===== src/rtl/bsg_manycore_cache_op_sequencer.sv =====
// Issues a burst of cache-op requests (one per cache line) to a remote cache,
// metering them against returned credits and reporting done/error.
module bsg_manycore_cache_op_sequencer #(
  parameter int addr_width_p      = 28,
  parameter int x_cord_width_p    = 7,
  parameter int y_cord_width_p    = 7,
  parameter int count_width_p     = 16,
  parameter int stride_p          = 8,
  parameter int max_out_credits_p = 16
) (
  input  logic                      clk_i,
  input  logic                      reset_i,

  input  logic                      cmd_v_i,
  input  logic [4:0]                cmd_subop_i,
  input  logic [addr_width_p-1:0]   cmd_addr_i,
  input  logic [count_width_p-1:0]  cmd_count_i,
  input  logic [x_cord_width_p-1:0] cmd_x_i,
  input  logic [y_cord_width_p-1:0] cmd_y_i,
  output logic                      cmd_ready_o,

  output logic                      out_v_o,
  output logic [3:0]                out_op_o,
  output logic [4:0]                out_reg_id_o,
  output logic [addr_width_p-1:0]   out_addr_o,
  output logic [x_cord_width_p-1:0] out_x_o,
  output logic [y_cord_width_p-1:0] out_y_o,
  input  logic                      out_ready_i,

  input  logic                      returned_v_i,
  input  logic [1:0]                returned_type_i,

  output logic                      busy_o,
  output logic                      done_o,
  output logic                      error_o
);

  localparam int out_width_lp = $clog2(max_out_credits_p + 1);
  localparam logic [out_width_lp-1:0] max_credits_lp = out_width_lp'(max_out_credits_p);
  localparam logic [3:0] e_cache_op = 4'd3;

  localparam logic [1:0] idle_s  = 2'd0;
  localparam logic [1:0] issue_s = 2'd1;
  localparam logic [1:0] drain_s = 2'd2;
  localparam logic [1:0] done_s  = 2'd3;

  logic [1:0]                state_r;
  logic [4:0]                subop_r;
  logic [addr_width_p-1:0]   addr_r;
  logic [count_width_p-1:0]  remaining_r;
  logic [out_width_lp-1:0]   outstanding_r;
  logic [x_cord_width_p-1:0] x_r;
  logic [y_cord_width_p-1:0] y_r;
  logic                      error_r;

  logic cmd_accept, handshake, credit_ok, bad_return, bad_subop;

  assign cmd_ready_o = (state_r == idle_s);
  assign cmd_accept  = cmd_v_i & cmd_ready_o;
  assign bad_subop   = (cmd_subop_i > 5'd3);

  // A credit only counts if something is actually outstanding; anything else is a protocol error.
  assign credit_ok  = returned_v_i & (returned_type_i == 2'd0) & (outstanding_r != '0);
  assign bad_return = returned_v_i & ~credit_ok;

  // Valid depends only on registered state, so it cannot drop while waiting for ready.
  assign out_v_o = (state_r == issue_s) && (remaining_r != '0)
                && (outstanding_r < max_credits_lp);
  assign handshake = out_v_o & out_ready_i;

  assign out_op_o     = e_cache_op;
  assign out_reg_id_o = subop_r;
  assign out_addr_o   = addr_r;
  assign out_x_o      = x_r;
  assign out_y_o      = y_r;

  assign busy_o  = (state_r != idle_s);
  assign done_o  = (state_r == done_s);
  assign error_o = error_r;

  // NOTE: sequential state uses non-blocking assignments so every register samples pre-edge values.
  always_ff @(posedge clk_i or posedge reset_i) begin
    if (reset_i) begin
      outstanding_r <= '0;
    end else if (handshake & ~credit_ok) begin
      outstanding_r <= outstanding_r + 1'b1;
    end else if (~handshake & credit_ok) begin
      outstanding_r <= outstanding_r - 1'b1;
    end
  end

  always_ff @(posedge clk_i or posedge reset_i) begin
    if (reset_i) begin
      error_r <= 1'b0;
    end else if (cmd_accept) begin
      error_r <= bad_subop | bad_return;
    end else if (bad_return) begin
      error_r <= 1'b1;
    end
  end

  always_ff @(posedge clk_i or posedge reset_i) begin
    if (reset_i) begin
      state_r     <= idle_s;
      subop_r     <= '0;
      addr_r      <= '0;
      remaining_r <= '0;
      x_r         <= '0;
      y_r         <= '0;
    end else begin
      case (state_r)
        idle_s: begin
          if (cmd_accept) begin
            subop_r     <= cmd_subop_i;
            addr_r      <= cmd_addr_i;
            remaining_r <= cmd_count_i;
            x_r         <= cmd_x_i;
            y_r         <= cmd_y_i;
            state_r     <= ((cmd_count_i != '0) && !bad_subop) ? issue_s : done_s;
          end
        end
        issue_s: begin
          if (handshake) begin
            addr_r      <= addr_r + addr_width_p'(stride_p);
            remaining_r <= remaining_r - count_width_p'(1);
            if (remaining_r == count_width_p'(1)) state_r <= drain_s;
          end
        end
        drain_s: begin
          if (outstanding_r == '0) state_r <= done_s;
        end
        default: state_r <= idle_s;
      endcase
    end
  end

endmodule

===== config.mk =====
export PLATFORM = sky130hd
export DESIGN_NAME = bsg_manycore_cache_op_sequencer
export DESIGN_NICKNAME = d
export VERILOG_FILES = /design/src/rtl/bsg_manycore_cache_op_sequencer.sv
export SDC_FILE = /design/constraint.sdc
export NUM_CORES = 1
export LEC_CHECK = 0
export CELL_PAD_IN_SITES_DETAIL_PLACEMENT = 1
export CELL_PAD_IN_SITES_GLOBAL_PLACEMENT = 2
export CORE_MARGIN = 5
export CORE_UTILIZATION = 26
export CTS_BUF_LIST = sky130_fd_sc_hd__clkbuf_4 sky130_fd_sc_hd__clkbuf_8
export DETAILED_ROUTE_END_ITERATION = 16
export PLACE_DENSITY = 0.83
export SYNTH_ARGS = -nofsm -noshare
export SYNTH_HDL_FRONTEND = slang
export SYNTH_SLANG_ARGS = --single-unit

===== constraint.sdc =====
create_clock -name clk_i -period 2.78 [get_ports clk_i]
set_input_delay 0.834 -clock clk_i [delete_from_list [all_inputs] [get_ports clk_i]]
set_output_delay 0.834 -clock clk_i [all_outputs]
set_load 0.1 [all_outputs]

# == Yosys cells after proc, flatten, opt, wreduce, memory -nomap -nowiden ==
# Cells that the tools add are included.
# classes
n_addsub,4
mul,0
div_mod_pow,0
magnitude_cmp,2
eq_ne,8
shifts,0
mux,16
bitwise_logic,10
reduce_logical,17
# ops
op,count
28-bit 2-to-1 mux,2
28-bit one-hot mux with 2 select lines,1
16-bit 2-to-1 mux,2
16-bit one-hot mux with 2 select lines,1
16-bit nonzero test,2
"28-bit by 4-bit adder with 28-bit output, second input constant",1
"16-bit by 1-bit == test with 1-bit output, second input constant",1
"16-bit by 1-bit subtractor with 16-bit output, second input constant",1
2-bit 2-to-1 mux,5
5-bit 2-to-1 mux,2
2-bit nonzero test,4
1-bit bitwise AND,7
2-bit one-hot mux with 3 select lines,1
"5-bit by 1-bit adder with 5-bit output, second input constant",1
"5-bit by 2-bit greater-than comparator with 1-bit output, second input constant",1
5-bit zero test,1
"5-bit < comparator, second input constant",1
5-bit nonzero test,1
"5-bit by 1-bit subtractor with 5-bit output, second input constant",1
"2-bit == test, second input constant",2
2-bit zero test,2
"2-bit by 1-bit inequality test with 1-bit output, second input constant",2
"2-bit inequality test, second input constant",2
4-bit AND reduction,1
other kinds (8),12
# totals
ff_bits,71
latchBits,0
ramBits,0
rom_bits,0
input_bits,70
out_inout_bits,56
elab_cells,65
n_memories,0

# == Logic depth before layout (Yosys ltp) ==
# depth
depth_word,8
depth_mapped,14

# == Worst setup path after synthesis ==
# No wires, ideal clock.
# synth_timing
path_type,flip-flop to output port
startpoint,reg state_r[1]
endpoint,out out_v_o
arrival_time_ns,3.264
slack_ns,-1.318
path_stages_with_launch,7
cell_sequence,dfrtp_1 inv_1 ha_1 clkbuf_1 inv_1 clkbuf_1 nor3_1
# synth_between
elab_chain_len,3
# synth_rtl
element,line,text
start: declaration,47,logic [1:0] state_r;
start signal: assignment,104,state_r <= idle_s;
start signal: assignment,119,state_r <= ((cmd_count_i != '0) && !bad_subop) ? issue_s : done_s;
start signal: assignment,126,if (remaining_r == count_width_p'(1)) state_r <= drain_s;
2-bit by 1-bit == test with 1-bit output,67,assign out_v_o = (state_r == issue_s) && (remaining_r != '0)
1-bit logical AND,67,
1-bit logical AND,68,&& (outstanding_r < max_credits_lp);
end: declaration,22,"output logic out_v_o,"
# Every way passes these cells.

# == Worst setup path after layout ==
# layout_timing
startpoint,reg remaining_r[4]
endpoint,out out_v_o
# layout_between
elab_chain_len,3
# layout_rtl
element,line,text
start: declaration,50,logic [count_width_p-1:0] remaining_r;
start signal: assignment,116,remaining_r <= cmd_count_i;
start signal: assignment,125,remaining_r <= remaining_r - count_width_p'(1);
16-bit nonzero test,67,
1-bit logical AND,67,
1-bit logical AND,68,
# Every way passes these cells.

==> flow_summary.json <==
{
  "status": "complete, but fails checks",
  "violations": "negative setup slack",
  "worst_slack_ps": -125,
  "syn_avg_cell_area_um2": 9.52,
  "drt_pass1_iterations": 4,
  "fp.coreArea_um2": 15700,
  "clkSinkCount": 71,
  "skew_ps": 13.8,
  "rows": 46,
  "die_h_um": 136,
  "grt_start_max_net_pins": 89,
  "start_util_pct": 26.2,
  "critPathKind": "flop to output port",
  "synth_area_leaders": "dfrtp_1 43%, mux2_2 5.8%, a21oi_1 5.4%",
  "antenna_found_initial": 0,
  "synth_top_area_cell": "dfrtp_1",
  "totalWireLength_um": 14200,
  "ys_ff_latch": 71,
  "hold_start": "out_x_o[6]",
  "routedWlPerCell_um": 17.8,
  "cp.required_ps": 1950,
  "drive_gt1_share_pct": 27.8,
  "gp_congestion": 0.789,
  "grt_pass1_vias": 4386,
  "hold_viol_final": 0,
  "worst_pin_slew_ps": 880,
  "ant_nets": 0,
  "synthToLayoutAreaGrowth_pct": 46.4,
  "timing.fmax_ghz": 0.344,
  "critPathLaunch": "remaining_r[4]",
  "crit_fanout": 2,
  "port_buffers": 121,
  "slew_headroom_pct": 41.3,
  "synth_edf_count": 0,
  "via_count": 4000,
  "endpoint_kind": "output port",
  "place_area_um2": 5700,
  "grtUsageTotal_pct": 15.8,
  "viasPerCell": 5.01,
  "cts_tree": "done",
  "cts_max_level": 3,
  "dieArea_um2": 18400,
  "netlist.area_leader.share_pct": 43.3,
  "num_io_pins": 126,
  "slew_violations": 0,
  "synth_cells": 431,
  "synth.distinct_cells": 57,
  "worstReg2RegStart": "remaining_r[4]",
  "first_iter_violations": 145,
  "cts_buffer_depth": 2,
  "clock_latency_ps": 360,
  "seq_area_frac_synth_pct": 43.3,
  "fin_crit_sh_pct": 104,
  "min_path_type": "flop to flop",
  "crit_arrival_ps": 2070,
  "synth_ff_type": "dfrtp_1",
  "design_area_um2": 6010,
  "netlist_area_um2": 4100,
  "grt_overflow": 0,
  "n_antenna_cell": 0,
  "rsz0062_at_grt": "yes",
  "ys_async_sr_fraction_pct": 100,
  "fin_crit_ps": 2900,
  "num-fill-cells": 1829,
  "cts_hold_buf": 0,
  "yosys_warnings": 0,
  "setup_viol": 2,
  "grt_pass1_wl_um": 23100,
  "clock-root-buffer": "clkbuf_8",
  "final_nets": 661,
  "cap_violations": 0,
  "drcViolationCount": 0,
  "clkTransAtPathRegs_ps": 90,
  "cts_buffers": 9,
  "hpwl_um": 10700,
  "start_kind": "flop",
  "die_w_um": 136
}
kinds of logic after synthesis:
kind of cell | Yosys count | share of synthesized area [%]
AOI/OAI and AO/OA | 142 | 22.8
xor gates and xnor gates | 5 | 1.07
adders and majority gates | 13 | 4.15
buffers and inverters | 46 | 5.49
DFF | 71 | 43.3
muxes | 24 | 6.50
other | 2 | 0.183
and+or+nand+nor | 128 | 16.5
cell type report:
cell class	count	area [µm²]	area share (%)
tap	216	270	4.50
clock inverter	7	103	1.71
clock buffer	9	124	2.06
inverter	14	56.3	0.937
sequential	71	1780	29.6
timing repair buffer	166	1480	24.6
multi-input combinational	316	2200	36.6
registers in the layout, indices dropped and copies added (netlist names):
name / cells
state_r: 2
out_x_o: 7
out_y_o: 7
outstanding_r: 5
error_o: 1
remaining_r: 16
out_addr_o: 28
out_reg_id_o: 5
metal layers:
layer	vias to the layer above	GRT usage [%]	wire [µm]
met5	-	0	0
met1	1993	19.6	6030
met3	14	4.05	888
met2	102	27.3	7160
li1	1891	-	-
met4	0	3.75	152
what timing repair did:
item / CTS / global route
gates resized for setup: 5 / 4
endpoints found under the setup margin: 3 / 3
buffers inserted: 4 / 1
hold endpoints to repair: 0 / 0
pin swaps: 5 / 12
cell usage in the layout (no fill, tap or decap), types with 9 or more instances in the layout:
cell,synthesis,layout
clkbuf_8,0,9
buf_4,5,91
nand3_1,18,18
nand2_1,35,35
nor3_1,10,9
a21oi_1,44,42
dfrtp_1,71,71
a2bb2oi_1,19,19
nor2_1,17,16
inv_1,14,9
clkdlybuf4s50_1,0,69
o21ai_0,25,24
mux2_2,21,21
o22ai_1,16,16
worst max-delay path: stages (launching register included):
cell	delay, ps
dfrtp_1	400
or4_4	570
or3_4	400
nor2_4	110
nor3_4	50
buf_12	170
metrics by stage:
| step | hold slack (ps) | utilization [%] | setup TNS, ps | cells | setup WS (ps) |
|---|---|---|---|---|---|
| floorplan | 481 | - | -10.9 | 433 | -10.9 |
| global placement | 491 | 36.4 | -543 | 778 | -290 |
| detailed placement | 502 | 36.4 | -683 | 778 | -338 |
| CTS | 529 | 38.2 | -251 | 798 | -145 |
| global route | 545 | 38.4 | -442 | 799 | -190 |
| finish | 523 | 38.4 | -177 | 799 | -125 |
synth_stat cells (2+ instances only):
master	count
a21o_1	3
a21oi_1	44
a21oi_2	2
a2bb2oi_1	19
a31o_2	3
a31oi_1	6
and2_1	3
and3_1	3
and4_1	5
buf_2	3
buf_4	5
buf_6	4
clkbuf_1	20
conb_1	2
dfrtp_1	71
ha_1	12
inv_1	14
mux2_2	21
mux2i_1	3
nand2_1	35
nand2b_1	4
nand3_1	18
nand4_1	8
nor2_1	17
nor2b_1	4
nor3_1	10
nor4_1	7
o21ai_0	25
o21ai_1	3
o22a_1	4
o22ai_1	16
o32a_1	4
or3_1	4
or4_1	2
or4_4	2
xnor2_1	3
xor2_1	2
final timing paths:
check / slack, ps / to / cells after the start
max reg2reg: -50 / outstanding_r[4] / 13
min: 520 / out_x_o[6] / 1
max in group asynchronous: 1620 / out_y_o[4] / 3
max: -120 / out_v_o / 5
min in group asynchronous: 660 / out_addr_o[1] / 2
min reg2reg: 520 / out_x_o[6] / 1
Power is left out: the tool's default activity adds up to more than one toggle a clock period on the data nets, which glitch-free logic cannot reach.
